File: src/rtl/cmp_pkg.sv
// cmp_pkg: shared compare op codes, FSM states, relation encoding and op legality check.
package cmp_pkg;
    localparam logic [3:0] OP_EQ = 4'b0111;
    localparam logic [3:0] OP_NE = 4'b1001;
    localparam logic [3:0] OP_GT = 4'b1010;
    localparam logic [3:0] OP_LT = 4'b1011;
    localparam logic [3:0] OP_GE = 4'b1110;
    localparam logic [3:0] OP_LE = 4'b1111;
    typedef enum logic [1:0] {IDLE, SCAN, DONE} state_t;
    typedef enum logic [1:0] {REL_EQ, REL_LT, REL_GT} rel_t;
    function automatic logic is_legal_op(input logic [3:0] op);
        return op inside {OP_EQ, OP_NE, OP_GT, OP_LT, OP_GE, OP_LE};
    endfunction
endpackage

File: src/rtl/cmp_unit.sv
// cmp_unit: 8-bit unsigned ALU comparator returning 8'h01 when the selected relation holds.
module cmp_unit
    import cmp_pkg::*;
(
    input  logic [7:0] a,
    input  logic [7:0] b,
    input  logic [3:0] op_sel,
    output logic [7:0] result
);
    always_comb begin
        result = {7'b0, op_sel == OP_EQ ? a == b :
                        op_sel == OP_NE ? a != b :
                        op_sel == OP_GT ? a > b  :
                        op_sel == OP_LT ? a < b  :
                        op_sel == OP_GE ? a >= b :
                        op_sel == OP_LE ? a <= b : 1'b0};
    end
endmodule

File: src/rtl/cmp_seq_ctrl.sv
// cmp_seq_ctrl: multi-byte unsigned compare sequencer scanning byte lanes MSB first
// with early exit on the first differing lane.
module cmp_seq_ctrl
    import cmp_pkg::*;
#(
    parameter int NBYTES = 4
) (
    input  logic                clk,
    input  logic                rst,
    input  logic                start,
    input  logic [8*NBYTES-1:0] op_a,
    input  logic [8*NBYTES-1:0] op_b,
    input  logic [3:0]          op_sel,
    output logic                busy,
    output logic                done,
    output logic [7:0]          result,
    output logic                err
);
    localparam int IW = NBYTES > 1 ? $clog2(NBYTES) : 1;

    state_t              state, state_n;
    rel_t                rel_n;
    logic [8*NBYTES-1:0] a_q, b_q;
    logic [3:0]          op_q, op_eff;
    logic [IW-1:0]       idx;
    logic [7:0]          lane_a, lane_b, eq_r, lt_r;
    logic                eq, lt, fin;

    function automatic logic rel_holds(input rel_t rel, input logic [3:0] op);
        return op == OP_EQ ? rel == REL_EQ :
               op == OP_NE ? rel != REL_EQ :
               op == OP_GT ? rel == REL_GT :
               op == OP_LT ? rel == REL_LT :
               op == OP_GE ? rel != REL_LT :
               op == OP_LE ? rel != REL_GT : 1'b0;
    endfunction

    assign lane_a = a_q[{idx, 3'b000} +: 8];
    assign lane_b = b_q[{idx, 3'b000} +: 8];

    cmp_unit u_eq (.a(lane_a), .b(lane_b), .op_sel(OP_EQ), .result(eq_r));
    cmp_unit u_lt (.a(lane_a), .b(lane_b), .op_sel(OP_LT), .result(lt_r));

    // Upper bits of the comparator result are always zero, so OR-reduce equals bit 0.
    assign eq     = |eq_r;
    assign lt     = |lt_r;
    assign busy   = state != IDLE;
    // An illegal op finishes straight from IDLE, before the op has been latched.
    assign op_eff = state == IDLE ? op_sel : op_q;

    always_comb begin
        state_n = state;
        rel_n   = REL_EQ;
        fin     = 1'b0;
        case (state)
            IDLE: if (start) begin
                state_n = is_legal_op(op_sel) ? SCAN : DONE;
                fin     = !is_legal_op(op_sel);
            end
            SCAN: if (!eq || idx == '0) begin
                state_n = DONE;
                fin     = 1'b1;
                rel_n   = eq ? REL_EQ : lt ? REL_LT : REL_GT;
            end
            default: state_n = IDLE;
        endcase
    end

    always_ff @(posedge clk) begin
        if (rst) begin
            state  <= IDLE;
            done   <= 1'b0;
            result <= 8'h00;
            err    <= 1'b0;
            idx    <= '0;
            a_q    <= '0;
            b_q    <= '0;
            op_q   <= '0;
        end else begin
            state <= state_n;
            done  <= state == DONE;
            if (state == IDLE && start) begin
                a_q  <= op_a;
                b_q  <= op_b;
                op_q <= op_sel;
                idx  <= IW'(NBYTES - 1);
            end else if (state == SCAN && eq && idx != '0) begin
                idx <= idx - 1'b1;
            end
            if (fin) begin
                result <= {7'b0, rel_holds(rel_n, op_eff)};
                err    <= !is_legal_op(op_eff);
            end
        end
    end
endmodule

File: config.mk
export PLATFORM = sky130hd
export DESIGN_NAME = cmp_seq_ctrl
export DESIGN_NICKNAME = d
export VERILOG_FILES = /design/src/rtl/cmp_pkg.sv /design/src/rtl/cmp_unit.sv /design/src/rtl/cmp_seq_ctrl.sv
export SDC_FILE = /design/constraint.sdc
export NUM_CORES = 1
export LEC_CHECK = 0
export ABC_AREA = 1
export BUFFER_PORTS_ARGS = -buffer_cell sky130_fd_sc_hd__buf_2
export CAP_MARGIN = 20
export CORE_ASPECT_RATIO = 1.5
export CORE_MARGIN = 3
export CORE_UTILIZATION = 55
export CTS_CLUSTER_SIZE = 16
export DETAILED_ROUTE_END_ITERATION = 7
export PLACE_DENSITY = 0.9
export RECOVER_POWER = 50
export SLEW_MARGIN = 20
export SYNTH_ARGS = -nofsm -noshare
export SYNTH_HDL_FRONTEND = slang
export SYNTH_HIERARCHICAL = 1
export SYNTH_SLANG_ARGS = --single-unit
File: constraint.sdc
create_clock -name clk -period 3.6 [get_ports clk]
set_input_delay 0.18 -clock clk [delete_from_list [all_inputs] [get_ports clk]]
set_output_delay 0.18 -clock clk [all_outputs]
set_load 0.03 [all_outputs]
==> results of run 1 <==
-- registers in the layout (all words and copies together), names as in the netlist --
register and cells:
state 2, err 1, b_q 32, op_q 4, done 1, result 1, a_q 32, idx 2
-- critical path, delay by kind of cell (launching register included) --
family / cells / cell delay (ps)
buf+inv: 1 / 340
compound gates: 4 / 600
simple gates: 16 / 1020
flops: 1 / 640
fa+ha+maj: 1 / 360
-- cell families after synthesis --
kind of cell,Yosys count,synth area share
other,4,0.00359
and+or+nand+nor,293,0.293
adders and majority gates,17,0.0509
DFF,75,0.359
buffers and inverters,103,0.120
AOI/OAI and AO/OA,139,0.173
-- final cells by class --
type / instances / area, sq um / share of cell area
multi-input cells: 494 / 2310 / 0.492
well taps: 100 / 125 / 0.0267
inverters: 52 / 198 / 0.0421
clock inverters: 4 / 27.5 / 0.00587
flip-flops and latches: 75 / 1500 / 0.320
repair buffers: 78 / 393 / 0.0837
clock buffers: 11 / 141 / 0.0301
-- layer usage --
layer / up-vias / routed length (um) / global-route usage
met3: 14 / 437 / 0.0525
li1: 2109 / - / -
met1: 1785 / 4040 / 0.271
met5: - / 0 / 0
met2: 99 / 5230 / 0.430
met4: 0 / 114 / 0.0665
-- how the worst max path moves through the flow --
stage               slack [ps]        end  startpoint  cells past startpoint
floorplan                 1030  result[0]      idx[0]                     22
CTS                        580  result[0]      idx[1]                     22
global route               270  result[0]      idx[1]                     23
global placement           740  result[0]      idx[1]                     22
finish                     550  result[0]      idx[1]                     22
detailed placement         620  result[0]      idx[1]                     22
-- stage by stage --
stage               hold WS [ps]  area (sq um)
finish                      46.9          4690
global route                37.0          4690
CTS                         30.2          4720
detailed placement           418          4550
global placement             423          4550
floorplan                    249          4330
-- synth_stat cells --
cell      instances  share of area
nor2_1          180           0.16
o21ai_0         108           0.13
dfxtp_1          75           0.36
nand2_1          72          0.065
inv_1            47          0.042
buf_4            21          0.038
clkbuf_1         19          0.017
ha_1             17          0.051
o22ai_1          16          0.024
a21oi_1          12          0.014
nand3_1          10          0.012
nor2_2            9          0.013
buf_2             8         0.0096
nand2_2           8          0.012
nor3_1            5         0.0060
conb_1            4         0.0036
inv_2             4         0.0036
nor2_4            3         0.0081
a21o_1            2         0.0036
nand3_2           2         0.0048
nand4_2           2         0.0060
buf_1             1        0.00090
buf_12            1         0.0048
buf_6             1         0.0027
inv_4             1         0.0015
nand2_4           1         0.0027
nand3b_1          1         0.0018
o21ai_1           1         0.0012
-- report_power, final --
group	switching, W	internal (W)	leakage [nW]
Combinational	0.000427	0.000244	1.66
Sequential	0.0000527	0.000912	0.622
Clock	0.000299	0.000265	0.0891
Total	0.000778	0.00142	2.37
==> qor.yml, run 1 <==
status: "finished clean"
hold_depth: 2
r2r-end: "result[0]"
finalSetupViolCount: 0
r2r-start: "idx[1]"
stdcell_count: 814
drive_gt1_frac: 0.157
fmax_mhz: 328
grt_pass1_wl_um: 16600
clock_sinks: 75
syn_area_per_cell_sq_um: 6.62
worstSetupPathType: "reg2reg"
finalPower_w: 0.00220
ant_nets: 0
clkSlewWorstSetupHoldPaths_ps: 80
critPathLaunchType: "register"
core_area_sq_um: 7320
syn_inst: 631
port_buffers: 74
die_h_um: 113
numCtsBuffers: 9
worstPathMaxFanout: 18
antenna_cells: 0
drtIter0Drc: 200
hold_start: "rst"
gp_congestion: 0.947
place_hpwl_um: 7570
vias_per_cell: 4.92
crit_arrival_ps: 3340
dieWidth_um: 77.2
syn_area_sq_um: 4180
post_cts_resized: 0
finalMaxSlewViolations: 0
num_vias: 4007
rsz0062_at_grt: "no"
leakagePower_nw: 2.37
p_per_area_nw_per_um2: 469
initial_utilization: 0.570
reg2reg_depth: 22
timing.final.crit_period_ps: 3050
areaGrowthSynthToFinish_pct: 12.4
crit_slowest_cell: "dfxtp_1"
cts_tree: "yes"
cp_common_cell: "nand2_1"
fin_nets: 798
cts_setup_buffers: 0
holdPathEnd: "state[0]"
skew_ps: 10.1
wl_um: 9820
ys_warn_count: 6
final_hold_viol_count: 0
grt_antenna_before_repair: 0
seq_area_frac_synth: 0.359
cts_hold_buf: 0
ys_types: 28
place_ws_ps: 618
tightest_slew_ps: 677
hold_path_class: "in2reg"
cts_root_buf: "clkbuf_8"
cpPeakStageDelay_ps: 640
fin_crit_sh: 0.848
num_io_pins: 82
clk_path_buf_depth: 2
reg2reg_setup_slack_ps: 550
rows: 38
grt_pass1_vias: 3782
firstDrtPassIters: 5
overflow: 0
die_area_sq_um: 8700
relSlewSlack: 0.549
nFillCells: 687
fin_util: 0.641
clkLatencyLatePin_ps: 350
final_cell_mix: "nor2_1, o21ai_0, dfxtp_1"
path_cells: "inv_1 > o21ai_0 > o22ai_1 > ha_1 > nand2_1 > nand2_1 > nand2_1 > nand2_1 > nand2_1 > nand2_1 > nand2_1 > nand2_1 > nand3_1 > nand2_1 > nand3_2 > nor2_1 > nand2_1 > o21ai_0 > nand3_1 > nand2_1 > nand2_1 > a21oi_1"
mostFrequentLayoutCell: "nor2_1"
critPathCaptureType: "register"
grtUsageTotal: 0.235
grt_max_degree: 72
maxCapViolCount: 0
htree_levels: 3
placed_cells: 799
setup_tns_ps: 0
drc_errors: 0
synth_seq_cells: 75
wl_per_cell_um: 12.1
peakVddDrop_mv: 0.394
layout_setup_ws_ps: 549
critPathRequiredTime_ps: 3890
No activity file was read; power rests on OpenSTA's default activity.
==> inputs of run 2 (changes only) <==
==> constraint.sdc (replaced) <==
create_clock -name clk -period 2.85 [get_ports clk]
set_input_delay 0.1425 -clock clk [delete_from_list [all_inputs] [get_ports clk]]
set_output_delay 0.1425 -clock clk [all_outputs]
set_load 0.03 [all_outputs]
==> qor.yml, run 2 (synthesis results as in run 1) <==
critPathRequiredTime_ps: 3160  # was 3890 ps
grt_pass1_vias: 3958  # was 3782
rows: 38  # unchanged
place_ws_ps: 49.9  # was 618 ps
peakVddDrop_mv: 0.457  # was 0.394 mV
critPathCaptureType: "register"  # unchanged
finalSetupViolCount: 0  # unchanged
firstDrtPassIters: 5  # unchanged
cpPeakStageDelay_ps: 460  # was 640 ps
stdcell_count: 831  # was 814
die_h_um: 113  # unchanged
holdPathEnd: "a_q[16]"  # was state[0]
reg2reg_depth: 22  # unchanged
skew_ps: 11.9  # was 10.1 ps
drc_errors: 0  # unchanged
grt_antenna_before_repair: 0  # unchanged
ant_nets: 0  # unchanged
fin_nets: 814  # was 798
path_delay_family: "simple AND/OR/NAND/NOR gates"  # unchanged
grtUsageTotal: 0.236  # was 0.235
hold_path_class: "in2reg"  # unchanged
reg.largest.list: "a_q x32, b_q x32, op_q x4"  # unchanged
numCtsBuffers: 9  # unchanged
grt_pass1_wl_um: 16500  # was 16600 um
hold_start: "op_a[16]"  # was rst
layout_setup_ws_ps: 79.8  # was 549 ps
final_cell_mix: "nor2_1, o21ai_0, dfxtp_1"  # unchanged
mostFrequentLayoutCell: "nor2_1"  # unchanged
reg2reg_setup_slack_ps: 80  # was 550 ps
crit_arrival_ps: 3080  # was 3340 ps
clkLatencyLatePin_ps: 370  # was 350 ps
setup_tns_ps: 0  # unchanged
use_met3: 0.0557  # was 0.0525
finalPower_w: 0.00322  # was 0.00220 W
num_io_pins: 82  # unchanged
status: "finished clean"  # unchanged
timing.final.crit_period_ps: 2770  # was 3050 ps
fmax_mhz: 361  # was 328 MHz
clk_path_buf_depth: 2  # unchanged
die_area_sq_um: 8700  # unchanged
clkSlewWorstSetupHoldPaths_ps: 80  # about the same
placed_cells: 803  # was 799
wl_per_cell_um: 13.9  # was 12.1 um
relSlewSlack: 0.286  # was 0.549
met2_usage: 0.433  # was 0.430
worstPathMaxFanout: 8  # was 18
wl_um: 11600  # was 9820 um
hold_depth: 3  # was 2
areaGrowthSynthToFinish_pct: 22.3  # was 12.4%
crit_slowest_cell: "dfxtp_4"  # was dfxtp_1
final_hold_viol_count: 0  # unchanged
path_buf_inv: 6  # was 1
p_per_area_nw_per_um2: 630  # was 469 nW/um^2
r2r-start: "idx[1]"  # unchanged
core_area_sq_um: 7320  # unchanged
port_buffers: 74  # unchanged
gp_congestion: 0.962  # was 0.947
worstSetupPathType: "reg2reg"  # unchanged
overflow: 0  # unchanged
antenna_cells: 0  # unchanged
critPathLaunchType: "register"  # unchanged
dieWidth_um: 77.2  # unchanged
grt_max_degree: 71  # was 72
cp_common_cell: "nand2_1"  # unchanged
tightest_slew_ps: 1070  # was 677 ps
htree_levels: 3  # unchanged
fin_crit_sh: 0.972  # was 0.848
leakagePower_nw: 2.50  # was 2.37 nW
r2r-end: "idx[1]"  # was result[0]
clock_sinks: 75  # unchanged
place_hpwl_um: 7560  # was 7570 um
grt.met1_usage: 0.248  # was 0.271
maxCapViolCount: 0  # unchanged
drtIter0Drc: 308  # was 200
initial_utilization: 0.570  # unchanged
cts_tree: "yes"  # unchanged
nFillCells: 611  # was 687
vias_per_cell: 5.33  # was 4.92
num_vias: 4433  # was 4007
path_cells: "buf_8 > o21ai_0 > o22ai_1 > buf_4 > inv_1 > ha_4 > nand2_2 > nor2_4 > nand4_4 > inv_1 > nand2_1 > nand3_2 > nor2_1 > nand2_1 > nor2_2 > nor2_1 > nand2_2 > inv_2 > nand2_1 > nand3_1 > nand2_1 > inv_1"  # was inv_1 > o21ai_0 > o22ai_1 > ha_1 > nand2_1 > nand2_1 > nand2_1 > nand2_1 > nand2_1 > nand2_1 > nand2_1 > nand2_1 > nand3_1 > nand2_1 > nand3_2 > nor2_1 > nand2_1 > o21ai_0 > nand3_1 > nand2_1 > nand2_1 > a21oi_1
finalMaxSlewViolations: 0  # unchanged
busiest_layer: "met2"  # unchanged
fin_util: 0.698  # was 0.641
drive_gt1_frac: 0.216  # was 0.157
cts_root_buf: "clkbuf_8"  # unchanged
[run 2: how the worst max path moves through the flow]
stage / startpoint / endpoint / slack, ps / cells after the start
4_1_cts: idx[1] / result[0] / 40 / 23
5_1_grt: idx[1] / result[0] / -80 / 24
3_3_place_gp: idx[1] / result[0] / 150 / 21
3_5_place_dp: idx[1] / result[0] / 50 / 21
2_1_floorplan: idx[0] / result[0] / 280 / 22
6_report: idx[1] / idx[1] / 80 / 22
[run 2: per-layer routing]
layer / vias up / routed length [um] / share of wire
met5: - / 0 / 0
met4: 0 / 492 / 0.042
met3: 51 / 776 / 0.067
met2: 226 / 5960 / 0.51
met1: 2014 / 4350 / 0.38
li1: 2142 / - / -
[run 2: worst reg2reg max path, cell delays in order, from the launching register on]
cell	delay, ps
dfxtp_4	460
buf_8	160
o21ai_0	90
o22ai_1	210
buf_4	140
inv_1	50
ha_4	280
nand2_2	80
nor2_4	150
nand4_4	110
inv_1	90
nand2_1	70
nand3_2	70
nor2_1	40
nand2_1	100
nor2_2	50
nor2_1	110
nand2_2	100
inv_2	70
nand2_1	50
nand3_1	70
nand2_1	90
inv_1	90
[run 2: area by class of cell]
cell class	count	area [sq um]	share of cell area
Timing Repair Buffer	92	576	0.113
Multi-Input combinational cell	494	2460	0.481
Sequential cell	75	1510	0.295
Timing Repair inverter	2	15.0	0.00294
Inverter	52	204	0.0399
Clock buffer	9	124	0.0242
Clock inverter	7	101	0.0198
Tap cell	100	125	0.0245
[run 2: through the flow]
step,hold slack (ps),cell area [sq um]
3_5_place_dp,376,4610
4_1_cts,10.6,4850
3_3_place_gp,390,4610
2_1_floorplan,212,4330
5_1_grt,27.1,5110
6_report,18.7,5110
[run 2: what timing repair did]
| item | in CTS | in global routing |
|---|---|---|
| gates resized for setup | 1 | 40 |
| hold endpoints to repair | 3 | 0 |
| cloned | 0 | 4 |
| setup buffers | 0 | 7 |
| hold buffers | 1 | 0 |
| setup endpoints to repair | 1 | 4 |
| pin swaps | 0 | 17 |
[run 2: report_power, final]
group	switching, W	total (W)	internal (W)
Sequential	0.0000697	0.00122	0.00115
Combinational	0.000651	0.00107	0.000420
Clock	0.000425	0.000924	0.000500
Total	0.00115	0.00322	0.00207
